### config.mk
export PLATFORM = sky130hd
export DESIGN_NAME = instr_encoder
export DESIGN_NICKNAME = d
export VERILOG_FILES = /design/src/rtl/cpu_isa_pkg.sv /design/src/rtl/instr_word_fmt.sv /design/src/rtl/instr_encoder.sv
export SDC_FILE = /design/constraint.sdc
export NUM_CORES = 1
export LEC_CHECK = 0
export BUFFER_PORTS_ARGS = -buffer_cell sky130_fd_sc_hd__buf_2
export CAP_MARGIN = 30
export CORE_UTILIZATION = 52
export CTS_CLUSTER_SIZE = 8
export DETAILED_ROUTE_END_ITERATION = 8
export PLACE_DENSITY = 0.79
export SYNTH_ARGS = -nofsm -noshare
export SYNTH_HDL_FRONTEND = slang
export SYNTH_HIERARCHICAL = 1
export SYNTH_SLANG_ARGS = --single-unit
### constraint.sdc
create_clock -name clk -period 2.15 [get_ports clk]
set_input_delay 0.1075 -clock clk [delete_from_list [all_inputs] [get_ports clk]]
set_output_delay 0.1075 -clock clk [all_outputs]
set_load 0.02 [all_outputs]
### src/rtl/cpu_isa_pkg.sv
// Shared ISA definitions: opcodes, addressing modes,
// encoder FSM states and opcode classification helpers.
package cpu_isa_pkg;

    localparam logic [5:0] OP_NOP  = 6'h00;
    localparam logic [5:0] OP_INC  = 6'h01;
    localparam logic [5:0] OP_JZ   = 6'h09;
    localparam logic [5:0] OP_JNZ  = 6'h0A;
    localparam logic [5:0] OP_JSR  = 6'h0B;
    localparam logic [5:0] OP_LD   = 6'h0C;
    localparam logic [5:0] OP_ST   = 6'h0D;
    localparam logic [5:0] OP_ADD  = 6'h0E;
    localparam logic [5:0] OP_SUB  = 6'h0F;
    localparam logic [5:0] OP_AND  = 6'h10;
    localparam logic [5:0] OP_OR   = 6'h11;
    localparam logic [5:0] OP_XOR  = 6'h13;
    localparam logic [5:0] OP_PUSH = 6'h15;

    localparam logic [2:0] AM_REGISTER  = 3'd0;
    localparam logic [2:0] AM_IMMEDIATE = 3'd1;
    localparam logic [2:0] AM_ABSOLUTE  = 3'd2;

    typedef enum logic [1:0] {
        IDLE  = 2'd0,
        WORD0 = 2'd1,
        WORD1 = 2'd2
    } enc_state_t;

    // Opcodes that carry a second (operand/target) word.
    function automatic logic is_long(input logic [5:0] op);
        logic r;
        r = 1'b0;
        unique case (1'b1)
            op == OP_JZ,  op == OP_JNZ, op == OP_JSR,
            op == OP_LD,  op == OP_ST,  op == OP_ADD,
            op == OP_SUB, op == OP_AND, op == OP_OR,
            op == OP_XOR: r = 1'b1;
            default:      r = 1'b0;
        endcase
        return r;
    endfunction

    // Jumps carry no source mode or destination register.
    function automatic logic is_jump(input logic [5:0] op);
        return (op == OP_JZ) || (op == OP_JNZ) || (op == OP_JSR);
    endfunction

    function automatic logic is_illegal(input logic [5:0] op);
        return op > OP_PUSH;
    endfunction

endpackage

### src/rtl/instr_word_fmt.sv
// Combinational formatter: builds the opcode word and the
// trailing operand word from registered instruction fields.
module instr_word_fmt
    import cpu_isa_pkg::*;
(
    input  logic [5:0]  op,
    input  logic [2:0]  ad,
    input  logic [2:0]  as,
    input  logic [3:0]  dst,
    input  logic [15:0] src,
    output logic [15:0] word0,
    output logic [15:0] word1,
    output logic        long_op
);

    logic       jump;
    logic [2:0] as_f;
    logic [3:0] dst_f;

    // Jump opcodes zero the source-mode and register fields.
    always_comb begin
        jump    = is_jump(op);
        long_op = is_long(op);
        as_f    = jump ? 3'd0 : as;
        dst_f   = jump ? 4'd0 : dst;
        word0   = {op, ad, as_f, dst_f};
        word1   = long_op ? src : 16'd0;
    end

endmodule

### src/rtl/instr_encoder.sv
// Instruction encoder: accepts decoded fields, emits 1-2 words.
// Option: INSTR_ENC_ILLEGAL_CHK_EN drops opcodes above PUSH.
module instr_encoder
    import cpu_isa_pkg::*;
#(
    parameter int CNT_W = 16
) (
    input  logic             clk,
    input  logic             reset,
    input  logic             in_valid,
    output logic             in_ready,
    input  logic [5:0]       in_op,
    input  logic [2:0]       in_ad,
    input  logic [2:0]       in_as,
    input  logic [3:0]       in_dst,
    input  logic [15:0]      in_src,
    output logic             out_valid,
    input  logic             out_ready,
    output logic [15:0]      out_word,
    output logic             out_last,
    output logic             err_illegal,
    output logic [CNT_W-1:0] word_count
);

    enc_state_t  state_q;
    enc_state_t  state_d;
    logic [5:0]  op_q;
    logic [2:0]  ad_q;
    logic [2:0]  as_q;
    logic [3:0]  dst_q;
    logic [15:0] src_q;
    logic [15:0] word0;
    logic [15:0] word1;
    logic        long_op;
    logic        accept;
    logic        out_hs;
    logic        drop;

    assign accept = in_valid && in_ready;
    assign out_hs = out_valid && out_ready;

`ifdef INSTR_ENC_ILLEGAL_CHK_EN
    assign drop = is_illegal(in_op);
`else
    assign drop = 1'b0;
`endif

    instr_word_fmt u_fmt (
        .op      (op_q),
        .ad      (ad_q),
        .as      (as_q),
        .dst     (dst_q),
        .src     (src_q),
        .word0   (word0),
        .word1   (word1),
        .long_op (long_op)
    );

    // Capture instruction fields only at acceptance.
    always_ff @(posedge clk or posedge reset) begin
        if (reset) begin
            op_q  <= '0;
            ad_q  <= '0;
            as_q  <= '0;
            dst_q <= '0;
            src_q <= '0;
        end else if (accept) begin
            op_q  <= in_op;
            ad_q  <= in_ad;
            as_q  <= in_as;
            dst_q <= in_dst;
            src_q <= in_src;
        end
    end

    // State register.
    always_ff @(posedge clk or posedge reset) begin
        if (reset) state_q <= IDLE;
        else       state_q <= state_d;
    end

    // Next-state and output logic.
    always_comb begin
        state_d   = state_q;
        in_ready  = 1'b0;
        out_valid = 1'b0;
        out_word  = 16'd0;
        out_last  = 1'b0;
        unique case (state_q)
            IDLE: begin
                in_ready = 1'b1;
                if (accept && !drop) state_d = WORD0;
            end
            WORD0: begin
                out_valid = 1'b1;
                out_word  = word0;
                out_last  = !long_op;
                if (out_hs) state_d = long_op ? WORD1 : IDLE;
            end
            WORD1: begin
                out_valid = 1'b1;
                out_word  = word1;
                out_last  = 1'b1;
                if (out_hs) state_d = IDLE;
            end
            default: state_d = IDLE;
        endcase
    end

    // Downstream word counter, wraps naturally.
    always_ff @(posedge clk or posedge reset) begin
        if (reset)       word_count <= '0;
        else if (out_hs) word_count <= word_count + CNT_W'(1);
    end

`ifdef INSTR_ENC_ILLEGAL_CHK_EN
    // One-cycle pulse after a dropped illegal opcode.
    always_ff @(posedge clk or posedge reset) begin
        if (reset) err_illegal <= 1'b0;
        else       err_illegal <= accept && drop;
    end
`else
    assign err_illegal = 1'b0;
`endif

endmodule

Word level (Yosys, flattened, before mapping)
Index checks and enable logic that the tools add are counted.
- input bits: 36
- memories kept: 0
- bits in latches: 0
- output and inout bits: 36
- flip-flop bits (word level): 50
- bits in read-only memories: 0
- logic and storage cells: 45
- RAM bits: 0
- div/mod/pow operators: 0
- add/subtract/negate cells: 1
- equal/unequal tests: 15
- $mul: 0
- bitwise operators: 0
- multiplexer cells: 13
- reduce and logical (&&, ||, !) cells: 9
- magnitude comparators: 0
- shift operators: 0
- operators with widths (kind ; count):
    6-bit by 4-bit == test with 1-bit output, second input constant ; 7
    16-bit case mux with 2 select lines ; 1
    6-bit by 5-bit == test with 1-bit output, second input constant ; 3
    16-bit by 1-bit adder with 16-bit output, second input constant ; 1
    16-bit 2-to-1 mux ; 1
    10-bit OR reduction ; 1
    2-bit 2-to-1 mux ; 4
    2-bit inequality test, second input constant ; 3
    2-bit case mux with 3 select lines ; 1
    4-bit 2-to-1 mux ; 1
    1-bit 2-to-1 mux ; 3
    3-bit 2-to-1 mux ; 1
    3-bit AND reduction ; 1
    2-bit by 1-bit == test with 1-bit output, second input constant ; 1
    2-bit == test, second input constant ; 1
    1-bit logical AND ; 2
    2-bit zero test ; 1
    1-bit logical OR ; 2
    1-bit case mux with 2 select lines ; 1
    2-bit OR reduction ; 1
    1-bit zero test ; 1

Longest topological paths before layout
Gate-level depths: netlist (run 1).
- depth after elaboration: 6
- gate-level depth with buffers: 7
- depth with buffers taken out: 6

Hierarchy
The synthesis (run 1) kept the hierarchy.
- by module, submodules not included (module ; instances ; cells an instance ; area each (sq um) ; seq. area each (sq um)):
    instr_encoder ; 1 ; 186 ; 2313.5 ; 1251.2
    instr_word_fmt ; 1 ; 44 ; 352.8 ; 0.0

Worst setup path after synthesis (run 1)
Ideal clock, no wire load.
- path type: register to output
- start point: register state_q[1]
- end point: output port out_word[0]
- cell stages (with the launch flop): 6
- required time: 2.043 ns
- path buffers: 2
- slack: 0.402 ns
- data arrival time: 1.640 ns
- cell sequence: dfrtp_1 > inv_1 > ha_1 > clkbuf_2 > clkbuf_1 > nor2b_1
- longest elaborated chain between the ends: 2
- elaborated cells on any way between the ends: 3
- classes of those cells: 2 x eq/ne; 1 x mux
- ends and longest elaborated chain (element ; line ; text):
    start, declared ; instr_encoder.sv:25 ; enc_state_t state_q;
    start signal, assigned ; instr_encoder.sv:79 ; else state_q <= state_d;
    2-bit == test / 2-bit by 1-bit == test with 1-bit output (equally long branches) ; instr_encoder.sv:89 ; unique case (state_q)
    16-bit case mux with 2 select lines (*) ; instr_encoder.sv:89 ;
    end, declared ; instr_encoder.sv:19 ; output logic [15:0] out_word,
Mark *: on every way between the ends. The rest lies on a longest branch, timed or not.

Worst setup path in the final report (run 1)
- start point: register op_q[1]
- end point: output port out_word[12]
- longest elaborated chain between the ends: 5
- elaborated cells on any way between the ends: 14
- classes of those cells: 10 x eq/ne; 3 x mux; 1 x reduce/logical
- ends and longest elaborated chain (element ; line ; text):
    start, declared ; instr_encoder.sv:27 ; logic [5:0] op_q;
    start signal, assigned ; instr_encoder.sv:68 ; op_q <= in_op;
    6-bit by 5-bit == test with 1-bit output (tied with other cells) ; cpu_isa_pkg.sv:37 ; op == OP_XOR: r = 1'b1;
    10-bit OR reduction (*) ; cpu_isa_pkg.sv:33 ; unique case (1'b1)
    1-bit 2-to-1 mux (*) ; cpu_isa_pkg.sv:33 ;
    16-bit 2-to-1 mux (*) ; instr_word_fmt.sv:27 ; word1 = long_op ? src : 16'd0;
    named net word1[12] ; instr_encoder.sv:33 ; logic [15:0] word1;
    16-bit case mux with 2 select lines (*) ; instr_encoder.sv:89 ;
Mark *: on every way through the listed nets, which the timed path passes. The rest lies on a longest branch.

==> results.py, run 1 <==
metrics = {
    "global_route": {
        "grt_max_degree": 33,
        "grt_overflow": 0,
        "antenna_found_initial": 0,
        "grt_pass1_vias": 1758,
        "grt_pass1_wl_um": 8487,
        "grt_use_total_pct": 20.87,
    },
    "yosys": {
        "synth_warnings": 6,
        "yosysSeqAreaShare_pct": 46.93,
        "ys_seq_elements": 50,
        "synthFlopType": "dfrtp_1",
        "syn_nets": 270,
        "syn_area_um2": 2666,
        "synth-edff-count": 0,
        "synth_area_per_cell_um2": 11.59,
        "synth_cells": 230,
        "synth_top_cell_by_area": "dfrtp_1",
        "synth_top_area_share_pct": 46.93,
        "async_reset_ff_share_pct": 100.0,
        "synthTopCellsByArea": "dfrtp_1 (47%), mux2_2 (14%), nor4b_1 (4.9%)",
        "ys_types": 35,
    },
    "clock_tree": {
        "clkTransAtPathRegs_ns": 0.09,
        "h-tree-depth": 2,
        "tritoncts": "built",
        "clock_sinks": 50,
        "clk_root_buffer_cell": "clkbuf_8",
        "cts_buffers": 5,
        "clock_path_buffers": 2,
        "clk_latency_ns": 0.30,
    },
    "final_layout": {
        "finalNetCount": 333,
        "area_growth_pct": 20.46,
        "final_common_cell": "buf_2",
        "finalNonFillerCells": 361,
        "fin_util_pct": 66.68,
        "drive_gt1_share_pct": 48.64,
        "fillers": 416,
        "diodes": 0,
        "final_cell_mix": "buf_2 (70), dfrtp_1 (46), mux2_2 (33)",
    },
    "setup_path": {
        "worst-setup-path-type": "flop to primary output",
        "critPathRequiredTime_ns": 2.04,
        "crit_path_start_kind": "flop",
        "cp_max_fo": 10,
        "cp_data_arrival_time_ns": 2.04,
        "end_kind": "primary output",
    },
    "sta": {
        "min_period_ns": 2.143,
        "slew_viol_final": 0,
        "slew_headroom_pct": 63.79,
        "grt_setup_unrepaired": "yes",
        "setup_tns_ns": 0,
        "hold_violations": 0,
        "setup_slack_ns": 0.007494,
        "fmax_ghz": 0.4667,
        "skew_ns": 0.005235,
        "setup_viol": 0,
        "fin_hold_ws_ns": 0.02913,
        "worst_pin_slew_ns": 0.5424,
        "finalCritPeriodShare_pct": 99.65,
    },
    "placed_design": {
        "gp_congestion": 0.8552,
        "dp_hpwl_um": 3949,
        "placement.io_buffers": 70,
        "placed_cells": 350,
        "pre_cts_slack_ns": 0.1201,
    },
    "die": {
        "start_util_pct": 55.35,
        "rows": 25,
        "ioPinCount": 72,
        "fp.coreArea_um2": 4817,
        "die_area_um2": 5418,
        "die_w_um": 73.61,
        "die_h_um": 73.61,
    },
    "drt": {
        "drt_wl_total_um": 5517,
        "drc_errors": 0,
        "firstDrtPassIters": 4,
        "wl_per_cell_um": 15.28,
        "first_iter_violations": 129,
        "dr_total_vias": 1936,
        "ant_nets": 0,
        "via_per_inst": 5.363,
    },
    "pwr": {
        "p_comb_share_pct": 51.1,
        "clockPowerShare_pct": 12.3,
        "switching_share_pct": 41.02,
        "power_switching_w": 0.001851,
        "intPower_w": 0.002661,
        "power_density_nw_per_um2": 1405,
        "power.leakage_nw": 1.477,
        "seq_power_share_pct": 36.6,
        "peakVddDrop_mv": 0.9764,
    },
    "min_path": {
        "min_path_type": "primary input to flop",
    },
    "status": {
        "status": "completed",
    },
    "job": {
        "drv_cap": 0,
    },
}
[what timing repair did]
action | CTS | global route
endpoints found under the setup margin | 17 | 16
endpoints found under the hold margin | 24 | 0
pin swaps | 1 | 0
gates resized for setup | 2 | 17
buffers inserted | 2 | 0
hold buffers | 1 | 0
[power groups by stage]
stage	logic, W	registers [W]	clock network [W]
5_1_grt	0.00250	0.00171	0.000603
4_1_cts	0.00218	0.00163	0.000569
3_3_place_gp	0.00209	0.00163	0
3_5_place_dp	0.00214	0.00164	0
6_report	0.00230	0.00165	0.000554
2_1_floorplan	0.00174	0.00160	0
[stage by stage]
step	area (um^2)	power [W]
floorplan	2666	0.003339
finish	3212	0.004511
global route	3212	0.004811
detailed placement	3015	0.003782
CTS	3136	0.004380
global placement	3015	0.003715
[cell usage after synthesis (5+ instances only)]
library cell,n
buf_2,8
mux2_2,33
nand3_1,7
dfrtp_1,50
buf_4,10
xnor2_1,11
inv_1,5
nor2_1,5
nand2_1,7
nor2b_1,17
a22oi_1,17
and2_1,7
nor4b_1,15
[metal layers]
layer  vias up  share of wire (%)  GRT usage (%)
met5         -                  0              0
met4         0                1.8          6.410
met1       938                 47          29.82
li1        929                  -              -
met3        10                4.7          4.664
met2        59                 47          31.70
[critical path, cell delays in order (launching register included)]
cell	delay (ns)
dfrtp_2	0.46
or3_4	0.42
a21oi_4	0.15
buf_6	0.18
nor4b_2	0.07
a22oi_1	0.22
nor2b_1	0.07
buf_2	0.16
[final timing paths]
path	slack, ns	startpoint	end	cells after the start
max reg2reg	0.43	state_q[1]	word_count[11]	6
max in group asynchronous	1.22	reset	op_q[4]	4
min in group asynchronous	0.40	reset	word_count[15]	3
min	0.03	in_as[2]	as_q[2]	2
max	0.007	op_q[1]	out_word[12]	7
min reg2reg	0.47	word_count[15]	word_count[15]	1
[registers in the layout, indices dropped and copies added (netlist names)]
register,cells
ad_q,3
dst_q,4
state_q,2
word_count,16
as_q,3
op_q,6
src_q,16
[kinds of logic after synthesis]
group	synth area share [%]
adders and majority gates	1.877
xor gates and xnor gates	4.927
other	0.1406
AOI/OAI and AO/OA	6.851
muxes	14.31
and+or+nand+nor	18.91
DFF	46.93
buffers and inverters	6.053
[area by class of cell]
| type | count | area, um^2 | area share (%) |
|---|---|---|---|
| timing repair buffer | 79 | 436.7 | 13.60 |
| multi-input combinational | 152 | 1325 | 41.25 |
| clock inverter | 1 | 5.005 | 0.1558 |
| clock buffer | 7 | 86.33 | 2.688 |
| inverter | 5 | 18.77 | 0.5843 |
| tap | 67 | 83.83 | 2.610 |
| sequential | 50 | 1256 | 39.11 |
No activity file was read; power rests on OpenSTA's default activity.
==> run 2, diff against run 1 <==
--- a/config.mk
+++ b/config.mk
@@ -5,12 +5,14 @@
 export SDC_FILE = /design/constraint.sdc
 export NUM_CORES = 1
 export LEC_CHECK = 0
-export BUFFER_PORTS_ARGS = -buffer_cell sky130_fd_sc_hd__buf_2
+export ABC_AREA = 1
 export CAP_MARGIN = 30
-export CORE_UTILIZATION = 52
+export CORE_UTILIZATION = 63
 export CTS_CLUSTER_SIZE = 8
 export DETAILED_ROUTE_END_ITERATION = 8
+export DONT_BUFFER_PORTS = 1
 export PLACE_DENSITY = 0.79
+export SLEW_MARGIN = 20
 export SYNTH_ARGS = -nofsm -noshare
 export SYNTH_HDL_FRONTEND = slang
 export SYNTH_HIERARCHICAL = 1
==> run 2 against run 1 <==
  * Clock skew rose by 0.0012 ns
  * Wire length rose by 10%
  * Cell area rose by 5.5%
==> results.py, run 2 <==
metrics = {
    "final_layout": {
        "ff_latch_area_um2": 1251,
        "final_common_cell": "nand2_1",
        "final_cell_mix": "nand2_1 (72), dfrtp_1 (50), inv_1 (46)",
        "top_regs": "src_q x16, word_count x16, op_q x6",
        "finalNetCount": 412,
        "diodes": 0,
        "fillers": 251,
        "area_growth_pct": 21.54,
        "finalNonFillerCells": 423,
        "multi_input_area_um2": 1232,
        "drive_gt1_share_pct": 22.52,
        "fin_util_pct": 82.34,
    },
    "pwr": {
        "clockPowerShare_pct": 14.6,
        "p_comb_share_pct": 48.1,
        "peakVddDrop_mv": 0.8313,
        "intPower_w": 0.002583,
        "switching_share_pct": 41.58,
        "power.leakage_nw": 1.656,
        "seq_power_share_pct": 37.3,
        "power_switching_w": 0.001839,
        "power_density_nw_per_um2": 1305,
    },
    "setup_path": {
        "r2r_slack_ns": 0.37,
        "r2r_cells": 7,
        "end_kind": "primary output",
        "critPathRequiredTime_ns": 2.04,
        "crit_path_start_kind": "flop",
        "cp-startpoint": "op_q[5]",
        "setup.worst_path.end": "out_word[0]",
        "timing.rr.start": "state_q[1]",
        "worst-setup-path-type": "flop to primary output",
        "cp_max_fo": 6,
        "cp_data_arrival_time_ns": 1.95,
        "r2r-end": "state_q[1]",
    },
    "sta": {
        "hold_violations": 0,
        "slew_viol_final": 0,
        "setup_viol": 0,
        "finalCritPeriodShare_pct": 95.58,
        "fmax_ghz": 0.4866,
        "setup_tns_ns": 0,
        "worst_pin_slew_ns": 0.6181,
        "min_period_ns": 2.055,
        "fin_hold_ws_ns": 0.03824,
        "slew_headroom_pct": 58.79,
        "skew_ns": 0.006433,
        "setup_slack_ns": 0.09495,
    },
    "yosys": {
        "yosysMostFrequentCell": "nand2_1",
        "synthFlopType": "dfrtp_1",
        "ys_seq_elements": 50,
        "synth_top_cell_by_area": "dfrtp_1",
        "synth_cells": 324,
        "yosysSeqAreaShare_pct": 44.88,
        "synth_area_per_cell_um2": 8.604,
        "syn_area_um2": 2788,
        "synth_top_area_share_pct": 44.88,
        "synthTopCellsByCount": "nand2_1 (72), dfrtp_1 (50), inv_1 (47)",
        "async_reset_ff_share_pct": 100.0,
        "ys_types": 26,
        "synth_warnings": 6,
        "synthTopCellsByArea": "dfrtp_1 (45%), mux2_2 (11%), nand2_1 (9.7%)",
        "syn_nets": 364,
        "synth-edff-count": 0,
    },
    "min_path": {
        "min_path_type": "primary input to flop",
    },
    "drt": {
        "dr_total_vias": 2259,
        "first_iter_violations": 207,
        "drt_wl_total_um": 6072,
        "via_per_inst": 5.340,
        "firstDrtPassIters": 4,
        "wl_per_cell_um": 14.35,
        "drc_errors": 0,
        "ant_nets": 0,
    },
    "die": {
        "die_h_um": 68.52,
        "die_w_um": 68.52,
        "fp.coreArea_um2": 4115,
        "die_area_um2": 4695,
        "rows": 23,
        "start_util_pct": 67.74,
        "ioPinCount": 72,
    },
    "clock_tree": {
        "clock_sinks": 50,
        "h-tree-depth": 2,
        "clock_path_buffers": 2,
        "cts_buffers": 5,
        "clk_latency_ns": 0.30,
        "clk_root_buffer_cell": "clkbuf_8",
        "tritoncts": "built",
        "clkTransAtPathRegs_ns": 0.08,
    },
    "placed_design": {
        "pre_cts_slack_ns": 0.4030,
        "gp_congestion": 0.8204,
        "dp_hpwl_um": 3762,
        "placement.io_buffers": 0,
        "placed_cells": 377,
    },
    "global_route": {
        "grt_overflow": 0,
        "grt_use_total_pct": 28.44,
        "grt_pass1_vias": 2205,
        "grt_pass1_wl_um": 9660,
        "grt_max_degree": 51,
        "antenna_found_initial": 0,
    },
    "status": {
        "status": "completed",
    },
    "job": {
        "drv_cap": 0,
    },
}
run 2: changes by cell type in the layout (fill, tap and decap cells not counted), moves of 9 or more:
cell	before	now
buf_2	70	0
xnor2_1	11	2
nor2b_1	17	0
nand2_1	7	72
nor4b_2	10	0
nor2_1	4	34
a22oi_1	17	0
buf_4	6	26
inv_1	4	46
a21oi_1	3	16
dlygate4sd3_1	1	33
run 2: cell type report:
type	instances	area share, %
sequential	50	36.93
tap	50	1.846
inverter	49	5.539
timing repair buffer	60	16.10
multi-input combinational	206	36.37
clock inverter	3	1.182
clock buffer	5	2.031
run 2: worst max-delay path: stages, from the launching register on:
cell and delay [ns]:
dfrtp_1 0.42, inv_1 0.11, nand2_1 0.07, nor2_1 0.12
nand2_1 0.12, nand2_2 0.09, nor2_4 0.06, buf_4 0.14
nor2_1 0.11, nand2_1 0.08, a21oi_1 0.16, buf_4 0.17
run 2: cells by family after synthesis:
logic type	count (synthesis)	synth area share (%)
simple gates	136	22.26
buf+inv	68	11.13
xor+xnor	7	2.199
fa+ha+maj	4	1.795
compound gates	26	4.668
other cells	1	0.1345
flops	50	44.88
mux	32	12.93
run 2: power by group through the flow:
stage | registers (W) | clock network, W | logic, W
after floorplan | 0.00159 | 0 | 0.00157
after global routing | 0.00171 | 0.000699 | 0.00233
after CTS | 0.00165 | 0.000664 | 0.00198
after global placement | 0.00164 | 0 | 0.00186
after detailed placement | 0.00167 | 0 | 0.00191
final | 0.00165 | 0.000647 | 0.00213
run 2: what timing repair did:
| item | 4_1_cts | 5_1_grt |
|---|---|---|
| resized for setup | 0 | 3 |
| buffers inserted | 0 | 5 |
| setup endpoints to repair | 0 | 14 |
| hold buffers | 33 | 0 |
| endpoints found under the hold margin | 82 | 0 |
run 2: how the worst min path moves through the flow:
stage	startpoint	to	slack [ns]	cells past startpoint
2_1_floorplan	in_as[2]	as_q[2]	0.24	1
3_3_place_gp	reset	word_count[2]	0.20	2
3_5_place_dp	reset	word_count[2]	0.19	2
4_1_cts	out_ready	word_count[1]	0.03	3
5_1_grt	out_ready	word_count[1]	0.03	3
6_report	out_ready	word_count[0]	0.04	2
run 2: routing by layer:
metal,wire (um),global-route usage [%]
met3,470,8.388
met2,3024,48.77
met1,2457,33.84
met4,120,9.896
met5,0,0
run 2: through the flow:
stage	power, W	instance area [um^2]
2_1_floorplan	0.003160	2788
3_3_place_gp	0.003505	2902
3_5_place_dp	0.003578	2902
4_1_cts	0.004290	3341
5_1_grt	0.004733	3388
6_report	0.004422	3388
